--- config.mk ---
export PLATFORM = sky130hd
export DESIGN_NAME = rca_seq_add_ctrl
export DESIGN_NICKNAME = d
export VERILOG_FILES = /design/src/rtl/rca_seq_add_ctrl.sv
export SDC_FILE = /design/constraint.sdc
export NUM_CORES = 1
export LEC_CHECK = 0
export CAP_MARGIN = 20
export CORE_UTILIZATION = 45
export CTS_CLUSTER_DIAMETER = 120
export DETAILED_ROUTE_END_ITERATION = 16
export PLACE_DENSITY = 0.73
export REMOVE_ABC_BUFFERS = 1
export SKIP_CTS_REPAIR_TIMING = 1
export SLEW_MARGIN = 10
export SYNTH_ARGS = -nofsm -noshare
export SYNTH_HDL_FRONTEND = slang
export SYNTH_SLANG_ARGS = --single-unit
export TNS_END_PERCENT = 30
--- constraint.sdc ---
create_clock -name clk -period 2.3 [get_ports clk]
set_input_delay 0.575 -clock clk [delete_from_list [all_inputs] [get_ports clk]]
set_output_delay 0.575 -clock clk [all_outputs]
set_load 0.02 [all_outputs]
--- src/rtl/rca_seq_add_ctrl.sv ---
// Sequential W-bit adder built by time-sharing one N-bit RCA slice, LSB slice first.
// Optional subtract mode when SEQ_ADD_SUB_EN is defined (adds a `sub` input).

module RCA #(
    parameter int N = 4
) (
    output logic         Cout,
    output logic [N-1:0] Sum,
    input  logic [N-1:0] A,
    input  logic [N-1:0] B,
    input  logic         Cin
);
    logic [N:0] c;

    always_comb begin
        c    = '0;
        Sum  = '0;
        c[0] = Cin;
        for (int unsigned i = 0; i < N; i++) begin
            Sum[i]   = A[i] ^ B[i] ^ c[i];
            c[i + 1] = (A[i] & B[i]) | (c[i] & (A[i] ^ B[i]));
        end
        Cout = c[N];
    end
endmodule

module rca_seq_add_ctrl #(
    parameter int N = 4,
    parameter int W = 16
) (
    input  logic         clk,
    input  logic         rst,
    input  logic         in_valid,
    output logic         in_ready,
    input  logic [W-1:0] A,
    input  logic [W-1:0] B,
    input  logic         Cin,
`ifdef SEQ_ADD_SUB_EN
    input  logic         sub,
`endif
    output logic         out_valid,
    input  logic         out_ready,
    output logic [W-1:0] Sum,
    output logic         Cout
);
    localparam int CW = ($clog2(W / N) > 1) ? $clog2(W / N) : 1;
    localparam logic [CW-1:0] LAST = CW'(W / N - 1);

    localparam logic [1:0] S_IDLE = 2'd0;
    localparam logic [1:0] S_RUN  = 2'd1;
    localparam logic [1:0] S_DONE = 2'd2;

    generate
        if ((N < 1) || (W % N != 0)) begin : g_bad_params
            $error("rca_seq_add_ctrl: W must be a positive multiple of N");
        end
    endgenerate

    logic [1:0]    state_q, state_d;
    logic [W-1:0]  a_q, a_d, b_q, b_d, sum_q, sum_d;
    logic [CW-1:0] cnt_q, cnt_d;
    logic          carry_q, carry_d, cout_q, cout_d, ov_q, ov_d;

    logic [N-1:0]  rca_sum;
    logic          rca_cout;
    logic [W-1:0]  sum_shift;

    RCA #(.N(N)) u_rca (
        .Cout (rca_cout),
        .Sum  (rca_sum),
        .A    (a_q[N-1:0]),
        .B    (b_q[N-1:0]),
        .Cin  (carry_q)
    );

    // New slice result enters at the top while the accumulated result moves down.
    generate
        if (W == N) begin : g_one_slice
            assign sum_shift = rca_sum;
        end else begin : g_multi_slice
            assign sum_shift = {rca_sum, sum_q[W-1:N]};
        end
    endgenerate

    always_comb begin
        state_d = state_q;
        a_d     = a_q;
        b_d     = b_q;
        sum_d   = sum_q;
        cnt_d   = cnt_q;
        carry_d = carry_q;
        cout_d  = cout_q;
        ov_d    = ov_q;
        case (state_q)
            S_IDLE: begin
                if (in_valid) begin
                    a_d     = A;
                    cnt_d   = '0;
                    state_d = S_RUN;
`ifdef SEQ_ADD_SUB_EN
                    b_d     = sub ? ~B : B;
                    carry_d = sub ? 1'b1 : Cin;
`else
                    b_d     = B;
                    carry_d = Cin;
`endif
                end
            end
            S_RUN: begin
                a_d     = a_q >> N;
                b_d     = b_q >> N;
                sum_d   = sum_shift;
                carry_d = rca_cout;
                cnt_d   = cnt_q + 1'b1;
                if (cnt_q == LAST) begin
                    cout_d  = rca_cout;
                    ov_d    = 1'b1;
                    state_d = S_DONE;
                end
            end
            S_DONE: begin
                if (out_ready) begin
                    ov_d    = 1'b0;
                    state_d = S_IDLE;
                end
            end
            default: state_d = S_IDLE;
        endcase
    end

    always_ff @(posedge clk) begin
        if (rst) begin
            state_q <= S_IDLE;
            a_q     <= '0;
            b_q     <= '0;
            sum_q   <= '0;
            cnt_q   <= '0;
            carry_q <= 1'b0;
            cout_q  <= 1'b0;
            ov_q    <= 1'b0;
        end else begin
            state_q <= state_d;
            a_q     <= a_d;
            b_q     <= b_d;
            sum_q   <= sum_d;
            cnt_q   <= cnt_d;
            carry_q <= carry_d;
            cout_q  <= cout_d;
            ov_q    <= ov_d;
        end
    end

    assign in_ready  = (state_q == S_IDLE) & ~rst;
    assign out_valid = ov_q;
    assign Sum       = sum_q;
    assign Cout      = cout_q;
endmodule
==> summary.md, run 1 <==
| Metric | Value |
|---|---|
| Syn Inst Count | approximately 270 |
| Max stage delay cell, worst path | fa_1 |
| TritonCTS buffer count | 5 |
| DR WL/cell | 13.3 microns |
| Area after DPL | ~3000 sq um |
| Hold Crit Class | reg -> reg |
| Top cell type's share of synthesized area | 0.467 |
| TritonCTS clock tree | yes |
| Fraction of registers with async set/reset | 0 |
| Vert. Die Dim | 74.4 microns |
| CTS Buffer Depth | 2 |
| Diodes inserted | 0 |
| Max_slew headroom | 0.496 |
| WP data required | 2.52 ns |
| Ports | 56 |
| Flops & latches, synth | 55 |
| Ranking of synthesized cells by area | dfxtp_1, nor2_1, o2bb2ai_1, a211oi_1, nand2_1 |
| Sinks on the clock net | 55 |
| Min-delay src | Sum[1] |
| Die Wd | 74.4 microns |
| Cell family with the largest share of critical-path delay | adder cells |
| CP arrival | 2.40 ns |
| Residual DRC | 0 |
| Max rail drop VDD | 0.307 mV |
| Dominant cell type by area after synthesis | dfxtp_1 |
| Most frequent cells after synthesis | dfxtp_1, nor2_1, nand2_1, a211oi_1, o2bb2ai_1 |
| GR Util met3 | 0.0407 |
| Grt met1 use | 0.258 |
| Crit path top cell by count | fa_1 |
| Initial antenna violation count | 0 |
| Global-route wire length before repair | 8630 microns |
| Critical path launch point type | flop |
| Final GP Congestion | 0.751 |
| Critical Path Source | a_q[0] |
| Worst slack, placed | 0.121 ns |
| Most frequent cell after synthesis | dfxtp_1 |
| Max-slew violations | 0 |
| H-Tree Depth | 2 |
| Cell variety after synth | 30 |
| Final setup violating endpoints | 0 |
| Vias per cell | 5.34 |
| Layout cells sized above 1 | 0.0590 |
| Root buffer cell | clkbuf_8 |
| Port Buffer Count | 55 |
| Vias in the first global route | 1935 |
| Syn Std Cell Area | 2360 sq um |
| Routed WL | 5180 microns |
| DRT iter0 DRCs | 73 |
| Period Utilization, post-route | 0.948 |
| Row count | 25 |
| Critical path peak fanout | 2 |
| GRT Residual Overflow | 0 |
| Fin Hold WS | ~0.46 ns |
| Synth Flop Type | dfxtp_1 |
| Highest Clock Rate | 0.459 GHz |
| Post-synth EDFFs | 0 |
| GR Util All Layers | 0.203 |
| RSZ-0062 raised after global routing | false |
| Tightest Pin Transition | 0.755 ns |
| CTS clk-pin slew, worst paths | 0.09 ns |
| Pre-antenna DRT Iters | 4 |
| Met2 Use GR | 0.353 |
| Post-route minimum period | 2.18 ns |
| Worst Path Buf+Inv | 3 |
| Clock Latency Late Sink | 0.31 ns |
| Initial Utilization | 0.483 |
| Static Leakage | 1.11 nW |
| Slowest stage delay, CP | 0.43 ns |
| Cell Chain, Critical Path | fa_1 -> inv_1 -> fa_1 -> inv_1 -> fa_1 -> inv_1 -> fa_1 -> a211oi_1 |
| Routed Antenna Nets | 0 |
| Gr busiest metal | met2 |
| Worst setup EP type | flop |
| DR vias | 2077 |
| Synthesis Warnings | 0 |
| Die area | roughly 5500 sq um |
| Nets@finish | 363 |
| Area growth syn-to-layout | 28.7% |
| Status | finished clean |
| Post-DP HPWL | 3580 microns |
| Fin. Hold Viols | 0 |
| Reg-to-Reg Start | a_q[0] |
| Worst setup margin | between 0.1 and 0.15 ns |
| Final Cell Area | 3030 sq um |
| PD cells | 635 nW/um^2 |
| Setup TNS | 0 ns |
| Clock Skew | 0.00568 ns |
| Critical path class | reg -> reg |
| Post-synthesis sequential area ratio | 0.467 |
| Syn_area_per_cell | roughly 8.6 sq um |
| Max-Cap Viols | 0 |
| Core Area | 4880 sq um |
| Largest net degree at the start of global routing | 56 |
==> area by class of cell <==
class,instances,area (sq um)
multi-input combinational,185,1100
clock inverter,1,5.00
sequential,55,1100
inverter,9,33.8
fill,465,1850
tap,67,83.8
timing repair buffer,65,633
clock buffer,7,76.3
==> worst paths after layout <==
kind | to | cells after the start | slack, ns
setup / recovery | Sum[15] | 8 | 0.12
hold / removal | Sum[1] | 2 | 0.46
setup reg to reg | Sum[15] | 8 | 0.12
hold reg to reg | Sum[1] | 2 | 0.46
==> placed cells by master, fill, tap and decap left out, drive strengths merged, types with 2 or more instances in the layout <==
| cell type | netlist | routed |
|---|---|---|
| a211oi | 22 | 22 |
| a21oi | 19 | 19 |
| a221oi | 4 | 4 |
| a22oi | 7 | 7 |
| buf | 14 | 11 |
| clkbuf | 10 | 7 |
| clkdlybuf4s50 | 0 | 54 |
| clkinv | 1 | 2 |
| dfxtp | 55 | 55 |
| fa | 4 | 4 |
| inv | 8 | 8 |
| nand2 | 28 | 28 |
| nand2b | 3 | 3 |
| nand3 | 3 | 3 |
| nor2 | 54 | 54 |
| nor2b | 2 | 2 |
| nor3 | 2 | 2 |
| nor3b | 2 | 2 |
| o21ai | 4 | 4 |
| o22ai | 4 | 4 |
| o2bb2ai | 20 | 20 |
==> worst min-delay path: stages, from the launching register on <==
cell	delay, ns
dfxtp_1	0.32
nand2_1	0.05
a21oi_1	0.05
==> metal layers <==
metal  up-vias  routed length (microns)
met1       963                     2460
met4         0                       54
met3         6                      201
met2        59                     2460
met5         -                        0
li1       1049                        -
==> flip-flops by register name (all words and copies together) (netlist names) <==
name,cells
b_q,16
out_valid,1
state_q,2
Cout,1
a_q,16
carry_q,1
Sum,16
cnt_q,2
==> report_power, final <==
group / internal [W] / switching [W]
Sequential: 0.00102 / 0.0000374
Clock: 0.000215 / 0.000295
Combinational: 0.000178 / 0.000181
Total: 0.00141 / 0.000514
==> logic make-up after synthesis <==
group                      count (synthesis)  share of synthesized area
buffers and inverters                     33                     0.0663
DFF                                       55                      0.467
muxes                                      1                    0.00425
AOI/OAI and AO/OA                         85                      0.260
adders and majority gates                  5                     0.0393
and+or+nand+nor                           94                      0.163
==> through the flow <==
| step | total power [W] | utilization | instances |
|---|---|---|---|
| 6_report | 0.00192 | 0.622 | 389 |
| 3_5_place_dp | 0.00144 | 0.605 | 381 |
| 3_3_place_gp | 0.00143 | 0.605 | 381 |
| 2_1_floorplan | 0.00126 | - | 249 |
| 4_1_cts | 0.00195 | 0.622 | 389 |
| 5_1_grt | 0.00203 | 0.622 | 389 |
Power figures use the tool's default switching activity.
==> run 2, diff against run 1 <==
--- a/config.mk
+++ b/config.mk
@@ -12,8 +12,6 @@
 export PLACE_DENSITY = 0.73
 export REMOVE_ABC_BUFFERS = 1
 export SKIP_CTS_REPAIR_TIMING = 1
-export SLEW_MARGIN = 10
 export SYNTH_ARGS = -nofsm -noshare
 export SYNTH_HDL_FRONTEND = slang
 export SYNTH_SLANG_ARGS = --single-unit
-export TNS_END_PERCENT = 30
==> results of run 2 <==
Final layout, timing and power as in run 1 (identical DEF).
